### src/rtl/spi_multichannel_transmitter.sv
// rtl/spi_multichannel_transmitter.sv - FIFO-fed SPI frame transmitter with per-channel frame selects
module spi_multichannel_transmitter #(
    parameter int WORD_WIDTH = 24,
    parameter int CLK_DIV    = 1,
    parameter int NUM_CH     = 2,
    parameter int CPOL       = 1,
    parameter int LSB_FIRST  = 0,
    parameter int SYNC_GAP   = 2,
    localparam int CH_BITS   = (NUM_CH > 1) ? $clog2(NUM_CH) : 1
) (
    input  logic                          clock,
    input  logic                          reset_n,
    input  logic [CH_BITS+WORD_WIDTH-1:0] data,
    input  logic                          fifo_empty,
    output logic                          fifo_read,
    input  logic                          start_transmit,
    output logic                          spi_busy,
    output logic                          frame_done,
    output logic                          chan_error,
    output logic                          sdo,
    output logic                          sclk,
    output logic [NUM_CH-1:0]             sync_n
);

    typedef enum logic [1:0] {
        IDLE  = 2'd0,
        SHIFT = 2'd1,
        GAP   = 2'd2
    } state_t;

    localparam logic               CPOL_B   = (CPOL != 0);
    localparam logic [8:0]         HALF_CNT = 9'(CLK_DIV);
    localparam logic [8:0]         LAST_CYC = 9'(2 * CLK_DIV - 1);
    localparam logic [5:0]         LAST_BIT = 6'(WORD_WIDTH - 1);
    localparam logic [3:0]         GAP_LAST = 4'(SYNC_GAP - 1);
    localparam logic [CH_BITS:0]   NUM_CH_L = (CH_BITS + 1)'(NUM_CH);

    state_t                  state;
    state_t                  state_nx;
    logic [WORD_WIDTH-1:0]   shreg;
    logic [CH_BITS-1:0]      ch_reg;
    logic [8:0]              cyc_cnt;
    logic [5:0]              bit_cnt;
    logic [3:0]              gap_cnt;
    logic                    armed;

    logic [CH_BITS-1:0]      head_ch;
    logic                    head_ok;
    logic                    bit_end;
    logic                    frame_end;
    logic                    gap_end;
    logic                    fetch;

    // Decode of the FIFO head and the counter terminal conditions
    always_comb begin
        head_ch   = data[CH_BITS+WORD_WIDTH-1:WORD_WIDTH];
        head_ok   = ({1'b0, head_ch} < NUM_CH_L);
        bit_end   = (cyc_cnt == LAST_CYC);
        frame_end = (state == SHIFT) && bit_end && (bit_cnt == LAST_BIT);
        gap_end   = (state == GAP) && (gap_cnt == GAP_LAST);
        // armed keeps the first cycle after reset release fetch-free
        fetch     = armed && start_transmit && !fifo_empty && ((state == IDLE) || gap_end);
    end

    // State register
    always_ff @(posedge clock or negedge reset_n) begin
        if (!reset_n) begin
            state <= IDLE;
        end else begin
            state <= state_nx;
        end
    end

    // Next-state and control pulses
    always_comb begin
        state_nx   = state;
        spi_busy   = (state != IDLE);
        fifo_read  = fetch;
        chan_error = fetch && !head_ok;
        frame_done = frame_end;
        case (state)
            IDLE: begin
                if (fetch) begin
                    state_nx = head_ok ? SHIFT : GAP;
                end
            end
            SHIFT: begin
                if (frame_end) begin
                    state_nx = GAP;
                end
            end
            GAP: begin
                if (gap_end) begin
                    if (fetch) begin
                        state_nx = head_ok ? SHIFT : GAP;
                    end else begin
                        state_nx = IDLE;
                    end
                end
            end
            default: state_nx = IDLE;
        endcase
    end

    // Shift register, channel latch and bit/cycle/gap counters
    always_ff @(posedge clock or negedge reset_n) begin
        if (!reset_n) begin
            shreg   <= '0;
            ch_reg  <= '0;
            cyc_cnt <= '0;
            bit_cnt <= '0;
            gap_cnt <= '0;
            armed   <= 1'b0;
        end else begin
            armed <= 1'b1;
            case (state)
                SHIFT: begin
                    if (bit_end) begin
                        cyc_cnt <= '0;
                        bit_cnt <= bit_cnt + 6'd1;
                        if (LSB_FIRST != 0) begin
                            shreg <= {1'b0, shreg[WORD_WIDTH-1:1]};
                        end else begin
                            shreg <= {shreg[WORD_WIDTH-2:0], 1'b0};
                        end
                    end else begin
                        cyc_cnt <= cyc_cnt + 9'd1;
                    end
                    if (frame_end) begin
                        gap_cnt <= '0;
                    end
                end
                GAP: begin
                    gap_cnt <= gap_cnt + 4'd1;
                end
                default: begin
                end
            endcase
            if (fetch) begin
                shreg   <= data[WORD_WIDTH-1:0];
                ch_reg  <= head_ch;
                cyc_cnt <= '0;
                bit_cnt <= '0;
                gap_cnt <= '0;
            end
        end
    end

    // Serial pins: only driven away from idle levels while shifting
    always_comb begin
        sync_n = '1;
        sclk   = CPOL_B;
        sdo    = 1'b0;
        if (state == SHIFT) begin
            sclk = (cyc_cnt < HALF_CNT) ? CPOL_B : ~CPOL_B;
            sdo  = (LSB_FIRST != 0) ? shreg[0] : shreg[WORD_WIDTH-1];
            for (int i = 0; i < NUM_CH; i++) begin
                if (ch_reg == CH_BITS'(i)) begin
                    sync_n[i] = 1'b0;
                end
            end
        end
    end

endmodule

### config.mk
export PLATFORM = sky130hd
export DESIGN_NAME = spi_multichannel_transmitter
export DESIGN_NICKNAME = d
export VERILOG_FILES = /design/src/rtl/spi_multichannel_transmitter.sv
export SDC_FILE = /design/constraint.sdc
export NUM_CORES = 1
export LEC_CHECK = 0
export BUFFER_PORTS_ARGS = -buffer_cell sky130_fd_sc_hd__buf_2
export CORE_ASPECT_RATIO = 1.2
export CORE_MARGIN = 5
export CORE_UTILIZATION = 28
export CTS_CLUSTER_DIAMETER = 60
export CTS_CLUSTER_SIZE = 12
export DETAILED_ROUTE_END_ITERATION = 16
export HOLD_SLACK_MARGIN = 0.12
export PLACE_DENSITY = 0.52
export SYNTH_ARGS = -nofsm -noshare
export SYNTH_HDL_FRONTEND = slang
export SYNTH_SLANG_ARGS = --single-unit
### constraint.sdc
create_clock -name clock -period 3.15 [get_ports clock]
set_clock_uncertainty 0.2 [all_clocks]
set_input_delay 0.945 -clock clock [delete_from_list [all_inputs] [get_ports clock]]
set_output_delay 0.945 -clock clock [all_outputs]
set_load 0.1 [all_outputs]
==> metrics <==
Arrival @ worst endpoint around 1.9 ns; Skew-Pair Late Insertion Delay between 0.2 and 0.3 ns; top cell type's share of synthesized area 49.8%; clock sink total 47; first-pass GRT wire length 9310 um; CTS max path bufs 2; Storage cell area 1180 um^2; routability congestion estimate a little under 0.8; Top reg by flops shreg; startpoint types flip-flop; Ys Warns 0; Fin. Hold Viols 0; post-DP HPWL 3800 um; RSZ-0062 raised after global routing false; antenna diode count 0; DR iter-0 viols 96; total wire length 5490 um; crit-path max FO 4; met2 usage 19.0%; Post-synth top cells nand2_1 (52), dfrtp_1 (47), nor2_1 (34), a31oi_1 (17), nand3_1 (13); Core Box Area roughly 8200 um^2; wire per inst 13.2 um; Clock transition at path regs 0.08 ns; Via density 4.69; Avg Cell Area, Syn between 9 and 10 um^2; Rows 36; Mapped Cells 262; Layout area overhead 21.0%; Synth async-reset ratio between 90% and 100%; count leader, synth nand2_1; CTS Buf Count 5; vias post-DR approximately 1,900; HP Class reg2reg; share of post-route cells with drive strength above 1 about a fifth; max reg flops 24; status complete, no violations; Post-synth EDFFs 0; met3 GRT Util 2.04%; critical path class reg2out; die area 10,400 um^2; sequential cell area fraction in the yosys report roughly 50%; dpl ws 0.122 ns; Area contributors post-synth dfrtp_1 (50%), nand2_1 (8.3%), nor2_1 (5.4%), a31oi_1 (4.5%), nand3_1 (2.8%); FMAX 328 MHz; Seq cells post-synth 47; Non-Filler Instances 415; Top Usage Layer GRT met2; IO Count 37; Slowest-stage cell, CP dfrtp_1; library cells used by synthesis 43; Post-CTS Hold Buffers 0; pwr/cell area 346 nW/um^2; clk root buf clkbuf_8; Remaining DRCs 0; final worst slack 0.0988 ns; Chip Height 111 um; final setup violating endpoints 0; largest area contributor in the netlist dfrtp_1; Worst-Margin Slew 0.551 ns; Max stage delay on crit path 0.41 ns; initial antenna violation count 0; port bufs 35; Post-layout nets 334; worst endpoint required time roughly 2 ns; Leakage 1.32 nW; Post-synth top flop dfrtp_1; CP Cell Sequence inv_1 -> ha_1 -> or3b_4 -> a211o_1 -> clkinv_2 -> buf_12; Routed Antenna Nets 0; total grt overflow 0; TNS Setup 0 ns; GRT Util Overall 11.0%; syn nets a little under 300; slew margin rel. 63.2%; crit end category primary output; Initial Util 28.8%; DR pass1 iterations 4; final slew viol count 0; vias in the first global route 1,956; Synth Cell Area approximately 2400 um^2; biggest regs shreg x24, cyc_cnt x9, bit_cnt x6; Min Clock Period, post-route 3.05 ns; CTS tree done; dpl cells approximately 400; GRT met1 Usage between 10% and 20%; period utilization 96.9%; Fillers 909; max-cap viol count 0; H-tree levels 2; area of the multi-input gates approximately 1100 um^2; Die Span X 93.9 um; Max IR drop VDD 0.217 mV; largest net degree at the start of global routing 50
cell type report:
| cell class | count | share of cell area (%) |
|---|---|---|
| sequential | 47 | 41.2 |
| multi-input combinational | 194 | 38.6 |
| timing repair buffer | 46 | 11.6 |
| tap | 114 | 4.99 |
| clock buffer | 7 | 2.67 |
| inverter | 6 | 0.832 |
| clock inverter | 1 | 0.175 |
timing repair:
| action | CTS | global route |
|---|---|---|
| pin swaps | 1 | 2 |
| buffers inserted | 0 | 3 |
| gates resized for setup | 1 | 2 |
| endpoints found under the setup margin | 1 | 2 |
| gates cloned | 0 | 0 |
cell usage in the layout, fill, tap and decap left out, types with 2 or more instances in the layout:
cell       instances
nand2b_1           2
mux2i_1            2
and3_1             2
nor2b_1            2
buf_2             31
clkinv_2           2
o2bb2ai_1          2
o21ai_0            5
inv_1              5
a221oi_1           6
ha_1               5
clkbuf_1           2
buf_4             10
and2_1             2
nor3_1             2
and4_1             2
a21oi_1           12
conb_1             2
nand4_1            4
nor2_1            34
buf_12             5
xnor2_1            2
a31oi_1           17
dfrtp_1           46
a21o_1             4
or2_2              2
nand3_1           13
clkbuf_8           5
or3_1              3
nand2_1           52
o32ai_1            3
metal layers:
| layer | vias up | routed length (um) |
|---|---|---|
| met5 | - | 0 |
| met4 | 0 | 67 |
| met3 | 4 | 158 |
| met2 | 26 | 2820 |
| met1 | 931 | 2440 |
| li1 | 986 | - |
power breakdown:
part           leakage [nW]  switching (mW)  total (mW)  internal (mW)
Clock                0.0422           0.191       0.347          0.156
Combinational         0.650          0.0227      0.0375         0.0149
Sequential            0.627        0.000153       0.603          0.603
Total                  1.32           0.214       0.988          0.774
metrics by stage:
step	instance area, um^2	utilization [%]	total power, mW	hold slack, ns
after detailed placement	2750	33.5	0.655	0.282
after CTS	2830	34.6	1.01	0.303
after global routing	2860	34.9	1.03	0.330
after global placement	2750	33.5	0.654	0.278
after floorplan	2380	-	0.623	0.259
final	2860	34.9	0.988	0.304
cell families (layout without fill, tap and decap cells):
family / after synthesis / count (layout) / share of synthesized area [%]
and+or+nand+nor: 129 / 129 / 26.3
AOI/OAI and AO/OA: 53 / 53 / 14.8
DFF: 47 / 47 / 49.8
buffers and inverters: 21 / 60 / 4.18
adders and majority gates: 5 / 5 / 2.65
xor gates and xnor gates: 3 / 3 / 1.11
other: 2 / 2 / 0.318
muxes: 2 / 2 / 0.847
critical path, delay by kind of cell, from the launching register on:
kind,cells,cell delay (ns)
flops,1,0.41
simple gates,1,0.39
fa+ha+maj,1,0.13
buf+inv,3,0.34
compound gates,1,0.34
worst paths after layout:
check                                   to  startpoint  depth (start not counted)  slack, ns
worst min-delay path                ch_reg      ch_reg                          2       0.30
min in group asynchronous         shreg[6]     reset_n                          1       0.43
worst max-delay path             fifo_read  gap_cnt[1]                          6        0.1
max in group asynchronous        shreg[13]     reset_n                          2       1.78
worst max register to register  bit_cnt[4]  cyc_cnt[1]                          7       0.81
worst min register to register      ch_reg      ch_reg                          2       0.30
No activity file was read; power rests on OpenSTA's default activity.
